$ cat config.mk
export PLATFORM = sky130hd
export DESIGN_NAME = pipeline_hazard_ctrl
export DESIGN_NICKNAME = d
export VERILOG_FILES = /design/src/rtl/pipeline_hazard_ctrl.sv
export SDC_FILE = /design/constraint.sdc
export NUM_CORES = 1
export LEC_CHECK = 0
export ABC_AREA = 1
export CAP_MARGIN = 20
export CORE_ASPECT_RATIO = 0.8
export CORE_MARGIN = 1.5
export CORE_UTILIZATION = 32
export DETAILED_ROUTE_END_ITERATION = 8
export GPL_TIMING_DRIVEN = 0
export PLACE_DENSITY = 0.93
export SYNTH_ARGS = -nofsm -noshare
export SYNTH_HDL_FRONTEND = slang
export SYNTH_SLANG_ARGS = --single-unit
$ cat constraint.sdc
create_clock -name clk -period 1.4 [get_ports clk]
set_input_delay 0.28 -clock clk [delete_from_list [all_inputs] [get_ports clk]]
set_output_delay 0.28 -clock clk [all_outputs]
set_load 0.02 [all_outputs]
$ cat src/rtl/pipeline_hazard_ctrl.sv
// Pipeline hazard controller: load-use stalls, taken-branch flushes and MDU occupancy of EX.
// Optional performance counters are built only when PIPE_PERF_CNT_EN is defined.
module pipeline_hazard_ctrl #(
    parameter int unsigned MDU_LAT = 4,
    parameter int unsigned REG_AW  = 5
) (
    input  logic              clk,
    input  logic              rst_n,
    input  logic              id_valid,
    input  logic [REG_AW-1:0] id_rs,
    input  logic [REG_AW-1:0] id_rt,
    input  logic              id_use_rs,
    input  logic              id_use_rt,
    input  logic              ex_mem_read,
    input  logic [REG_AW-1:0] ex_dst,
    input  logic              ex_mdu_start,
    input  logic              branch_taken,
    output logic              pc_we,
    output logic              ifid_we,
    output logic              ifid_flush,
    output logic              idex_bubble,
    output logic              exmem_hold,
    output logic              busy,
    output logic [31:0]       stall_cycles,
    output logic [31:0]       flush_count
);

    localparam logic [1:0] RUN        = 2'd0;
    localparam logic [1:0] LOAD_STALL = 2'd1;
    localparam logic [1:0] MDU_BUSY   = 2'd2;

    logic [1:0] state_q, state_d;
    logic [3:0] mdu_cnt_q, mdu_cnt_d;
    logic       load_use;

    assign load_use = id_valid & ex_mem_read & (ex_dst != '0) &
                      ((id_use_rs & (id_rs == ex_dst)) | (id_use_rt & (id_rt == ex_dst)));

    always_comb begin
        state_d     = state_q;
        mdu_cnt_d   = mdu_cnt_q;
        pc_we       = 1'b1;
        ifid_we     = 1'b1;
        ifid_flush  = 1'b0;
        idex_bubble = 1'b0;
        exmem_hold  = 1'b0;
        busy        = (state_q != RUN);
        case (state_q)
            MDU_BUSY: begin
                pc_we   = 1'b0;
                ifid_we = 1'b0;
                if (mdu_cnt_q == 4'd0) begin
                    idex_bubble = 1'b1;
                    state_d     = RUN;
                end else begin
                    exmem_hold = 1'b1;
                    mdu_cnt_d  = mdu_cnt_q - 4'd1;
                end
            end
            default: begin
                // LOAD_STALL lasts one cycle and only honours a (spurious) branch
                state_d = RUN;
                if (branch_taken) begin
                    ifid_flush  = 1'b1;
                    idex_bubble = 1'b1;
                end else if (state_q == RUN && ex_mdu_start) begin
                    pc_we      = 1'b0;
                    ifid_we    = 1'b0;
                    exmem_hold = 1'b1;
                    mdu_cnt_d  = 4'(MDU_LAT - 2);
                    state_d    = MDU_BUSY;
                end else if (state_q == RUN && load_use) begin
                    pc_we       = 1'b0;
                    ifid_we     = 1'b0;
                    idex_bubble = 1'b1;
                    state_d     = LOAD_STALL;
                end
            end
        endcase
        if (!rst_n) begin
            pc_we       = 1'b0;
            ifid_we     = 1'b0;
            ifid_flush  = 1'b1;
            idex_bubble = 1'b1;
            exmem_hold  = 1'b0;
            busy        = 1'b0;
        end
    end

    always_ff @(posedge clk or negedge rst_n) begin
        if (!rst_n) begin
            state_q   <= RUN;
            mdu_cnt_q <= 4'd0;
        end else begin
            state_q   <= state_d;
            mdu_cnt_q <= mdu_cnt_d;
        end
    end

`ifdef PIPE_PERF_CNT_EN
    logic [31:0] stall_q, flush_q;
    logic        flush_evt;

    assign flush_evt = branch_taken & (state_q != MDU_BUSY);

    always_ff @(posedge clk or negedge rst_n) begin
        if (!rst_n) begin
            stall_q <= 32'd0;
            flush_q <= 32'd0;
        end else begin
            if (!pc_we)    stall_q <= stall_q + 32'd1;
            if (flush_evt) flush_q <= flush_q + 32'd1;
        end
    end

    assign stall_cycles = stall_q;
    assign flush_count  = flush_q;
`else
    assign stall_cycles = 32'd0;
    assign flush_count  = 32'd0;
`endif

endmodule

== After elaboration in Yosys (flattened, before gate mapping) ==
Cells that the tools add are included.

* Register bits: 6

* Reductions and logical operators: 8
* Bitwise operators: 6
* Mux-type cells: 29
* Equality and inequality tests: 6
* Add/subtract/negate cells: 1

{| class="wikitable"
|+ Operators by type and width
! operator !! number
|-
| two-way mux 1 bit || 21
|-
| two-way mux 4 bit || 4
|-
| == test 5 bit || 2
|-
| two-way mux 2 bit || 4
|-
| AND 1 bit || 5
|-
| nonzero test 5 bit || 1
|-
| logical NOT 4 bit || 1
|-
| inequality test 2 bit, second input constant || 2
|-
| nonzero test 2 bit || 2
|-
| subtractor 4 x 1 -> 4 bit, second input constant || 1
|-
| AND reduction 3 bit || 1
|-
| == test 2 bit, second input constant || 1
|-
| logical AND 1 bit || 2
|-
| logical NOT 2 bit || 1
|-
| inequality test 2 x 1 -> 1 bit, second input constant || 1
|-
| OR 1 bit || 1
|}

== Longest topological paths before layout ==
* Word-level depth: 10
* Mapped depth: 10

== Worst setup path after synthesis ==
No wires, ideal clock.

* Path kind: reg2out
* Start: register state_q[1]
* End: output pc_we
* Buffers on the path: 1
* Cell stages (with the launch flop): 7
* Required time: 1120 ps
* Path slack: -173 ps
* Arrival: 1293 ps
* Cell sequence: dfrtp_1 > inv_2 > nor2_2 > nor2_1 > nand2_1 > a21oi_1 > buf_4

* Word-level cells in the longest chain between the ends: 7
* Elaborated cells between the ends (all ways): 9
* Classes of those cells: eq/ne (1); mux (5); reduce/logical (3)

{| class="wikitable"
|+ Ends and longest elaborated chain
! item !! RTL line !! text
|-
| from (decl) || 32 || <nowiki>logic [1:0] state_q, state_d;</nowiki>
|-
| from (signal assigned) || 95 || <nowiki>state_q <= state_d;</nowiki>
|-
| logical NOT 2 bit || 66, 72 ||
|-
| logical AND 1 bit || 72 || <nowiki>end else if (state_q == RUN && load_use) begin</nowiki>
|-
| two-way mux 1 bit (3 in series) || n/a ||
|-
| two-way mux 1 bit * (2 in series) || n/a ||
|-
| to (decl) || 18 || <nowiki>output logic pc_we,</nowiki>
|}

Every way passes the cells marked *; elsewhere a longest branch is shown, timed or not.

== Final worst setup path ==
* Start: register state_q[0]
* End: output exmem_hold

* Word-level cells in the longest chain between the ends: 6
* Elaborated cells between the ends (all ways): 7
* Classes of those cells: eq/ne (1); mux (4); reduce/logical (2)

{| class="wikitable"
|+ Ends and longest elaborated chain
! item !! RTL line !! text
|-
| logical NOT 2 bit || 66 || <nowiki>end else if (state_q == RUN && ex_mdu_start) begin</nowiki>
|-
| logical AND 1 bit || 66 ||
|-
| two-way mux 1 bit || 66 ||
|-
| two-way mux 1 bit || 63 || <nowiki>if (branch_taken) begin</nowiki>
|-
| two-way mux 1 bit * || 48 || <nowiki>case (state_q)</nowiki>
|-
| two-way mux 1 bit * || 80 || <nowiki>if (!rst_n) begin</nowiki>
|-
| to (decl) || 22 || <nowiki>output logic exmem_hold,</nowiki>
|}

Marks and branches as above.

==> results.sh <==
export IMPL_r2r_start="state_q[0]"
export IMPL_worstPathCellList="nor3b_4 -> nand2_2 -> nand2_4 -> inv_4 -> nor2_4 -> buf_6"
export IMPL_fin_nets=297
export IMPL_ys_top_cells_by_area="buf_4, dfrtp_1, nand2_1"
export IMPL_gp_congestion=0.764
export IMPL_yosysMostFrequentCell="buf_4"
export IMPL_wl_mm=2.48
export IMPL_wire_per_inst_um=7.96
export IMPL_cts_tree="built"
export IMPL_fin_tns_setup_ps=-1070
export IMPL_path_class="flop to output pin"
export IMPL_grt_max_degree=10
export IMPL_antenna_found_initial=0
export IMPL_clk_pin_slew_ps=30
export IMPL_cap_violations=0
export IMPL_layout_setup_ws_ps=-270
export IMPL_syn_avg_cell_area_um2=6.34
export IMPL_fp_dieW_um=67.5
export IMPL_crit_required_ps=1120
export IMPL_clock_path_buffers=2
export IMPL_postSynthCellCount=168
export IMPL_cts_buffers=3
export IMPL_h_tree_depth=1
export IMPL_finish_utilization_pct=57.2
export IMPL_p_int_w=0.00101
export IMPL_dp_hpwl_mm=2.00
export IMPL_cts_sinks=6
export IMPL_endpoint_kind="output pin"
export IMPL_pwr_share_clk_pct=13.9
export IMPL_finalClockSkew_ps=1.94
export IMPL_max_stage_delay_ps=450
export IMPL_critPathCapture="exmem_hold"
export IMPL_drtPass1Iterations=4
export IMPL_cpMaxStageDelayCell="dfrtp_2"
export IMPL_rsz0062_at_grt="true"
export IMPL_yosys_top_cells_count="buf_4, nand2_1, inv_1, nor2_1, inv_2"
export IMPL_async_reset_ff_share_pct=100
export IMPL_clock_root_buffer="clkbuf_8"
export IMPL_via_per_inst=3.44
export IMPL_synth_area_leader_cell="buf_4"
export IMPL_switching_share_pct=44.8
export IMPL_die_area_um2=3680
export IMPL_start_util_pct=34.0
export IMPL_p_seq_share_pct=16.9
export IMPL_io_buffers=28
export IMPL_ys_seq_elements=6
export IMPL_synth_top_area_share_pct=45.8
export IMPL_synth_edff_count=0
export IMPL_vias=1071
export IMPL_power_leakage_nw=1.13
export IMPL_power_w=0.00183
export IMPL_grt_usage_pct=12.1
export IMPL_start_kind="flop"
export IMPL_syn_to_final_growth_pct=68.2
export IMPL_layout_drive_gt1_share_pct=43.9
export IMPL_violations="negative setup slack"
export IMPL_antenna_cells=0
export IMPL_finalSetupViolCount=6
export IMPL_switching_power_w=0.000822
export IMPL_final_max_slew_viol_count=0
export IMPL_holdCritPathClass="flop to flop"
export IMPL_place_area_um2=1640
export IMPL_postRouteAntennaNets=0
export IMPL_grt_pass1_vias=828
export IMPL_ys_flop_type="dfrtp_1"
export IMPL_ir_drop_mv=0.966
export IMPL_grt_first_pass_wirelength_mm=3.30
export IMPL_fmax_mhz=599
export IMPL_r2r_end="mdu_cnt_q[3]"
export IMPL_overflow=0
export IMPL_p_comb_share_pct=69.2
export IMPL_r2r_slack_ps=0
export IMPL_ys_warn_count=0
export IMPL_p_per_area_nw_per_um2=1020
export IMPL_pin_count=93
export IMPL_period_minus_slack_ps=1670
export IMPL_status="finished with violations"
export IMPL_rows=18
export IMPL_syn_area_um2=1060
export IMPL_report_final_hold_viol_count=0
export IMPL_finalInstanceArea_um2=1790
export IMPL_fillers=310
export IMPL_crit_fanout=4
export IMPL_cp_startpoint="state_q[0]"
export IMPL_core_um2=3130
export IMPL_die_y_um=54.6
export IMPL_yosysUniqueCellTypes=19
export IMPL_ys_seq_area_share_pct=14.1
export IMPL_drtIter0Drc=11
export IMPL_crit_arrival_ps=1390
export IMPL_post_route_period_util_pct=119
export IMPL_remaining_drc_errors=0
export IMPL_worstRegToRegCells=7
export IMPL_clk_latency_ps=220
## final cells by class
cell class | count | area, um^2 | area share (%)
Tap cell | 40 | 50.0 | 2.80
Sequential cell | 6 | 153 | 8.53
Buffer | 65 | 488 | 27.3
Timing Repair Buffer | 37 | 322 | 18.0
Multi-Input combinational cell | 137 | 648 | 36.2
Clock buffer | 3 | 41.3 | 2.31
Inverter | 23 | 88.8 | 4.96
## worst min-delay path by stage
stage,from,endpoint,slack (ps),cells past startpoint
finish,mdu_cnt_q[3],mdu_cnt_q[3],540,2
global route,mdu_cnt_q[3],mdu_cnt_q[3],570,2
CTS,rst_n,mdu_cnt_q[0],-8,1
detailed placement,mdu_cnt_q[0],mdu_cnt_q[0],500,1
global placement,mdu_cnt_q[0],mdu_cnt_q[0],490,1
floorplan,rst_n,mdu_cnt_q[0],-20,0
## registers in the layout (all words and copies together) (netlist names)
signal     flops
mdu_cnt_q      4
state_q        2
## critical path, delay by kind of cell, from the launching register on
| family | cells | cell delay [ps] |
|---|---|---|
| simple gates | 4 | 550 |
| flops | 1 | 450 |
| buf+inv | 2 | 170 |
## repair_timing
item,CTS,global route
setup endpoints to repair,6,6
pin swaps,17,19
resized for setup,66,31
setup buffers,4,5
hold endpoints to repair,6,6
## power by group through the flow
| stage | sequential, W | combinational (W) | clock (W) |
|---|---|---|---|
| after floorplan | 0.000296 | 0.000732 | 0 |
| after global placement | 0.000301 | 0.000951 | 0 |
| after detailed placement | 0.000303 | 0.000966 | 0 |
| after CTS | 0.000309 | 0.00103 | 0.000261 |
| after global routing | 0.000320 | 0.00137 | 0.000280 |
| final | 0.000310 | 0.00127 | 0.000254 |
## metrics by stage
stage | cells | setup slack, ps | hold slack, ps
floorplan | 231 | -40.9 | -15.6
global placement | 299 | -992 | 494
detailed placement | 299 | -1010 | 502
CTS | 306 | -287 | -7.54
global route | 311 | -344 | 572
finish | 311 | -270 | 539
## per-layer routing
layer	GRT usage, %	share of wire, %	up-vias
met1	11.1	34	435
met3	3.29	8.6	8
met5	0	0	-
li1	-	-	582
met4	7.14	2.7	0
met2	24.0	54	46
## cell families (layout without fill, tap and decap cells)
logic type,after synthesis,count (layout),synth area share (%)
adders and majority gates,1,1,1.17
buffers and inverters,88,128,53.9
DFF,6,6,14.1
other,1,64,0.352
AOI/OAI and AO/OA,9,9,4.35
and+or+nand+nor,63,63,26.1
## layout by cell type, fill, tap and decap left out, types with 2 or more instances in the layout
master,n
nand4_1,2
inv_2,7
o21ai_1,4
inv_1,15
conb_1,64
a21oi_1,2
nand3_1,4
buf_4,74
nand2_1,30
buf_2,2
clkbuf_8,3
dfrtp_1,4
clkdlybuf4s50_1,3
nand2_2,6
nor2_1,8
clkbuf_2,3
nor2_2,4
nor2_4,4
clkdlybuf4s15_1,6
buf_6,5
dlygate4sd2_1,7
dfrtp_2,2
nand2_4,2
(Power assumes the default switching activity.)
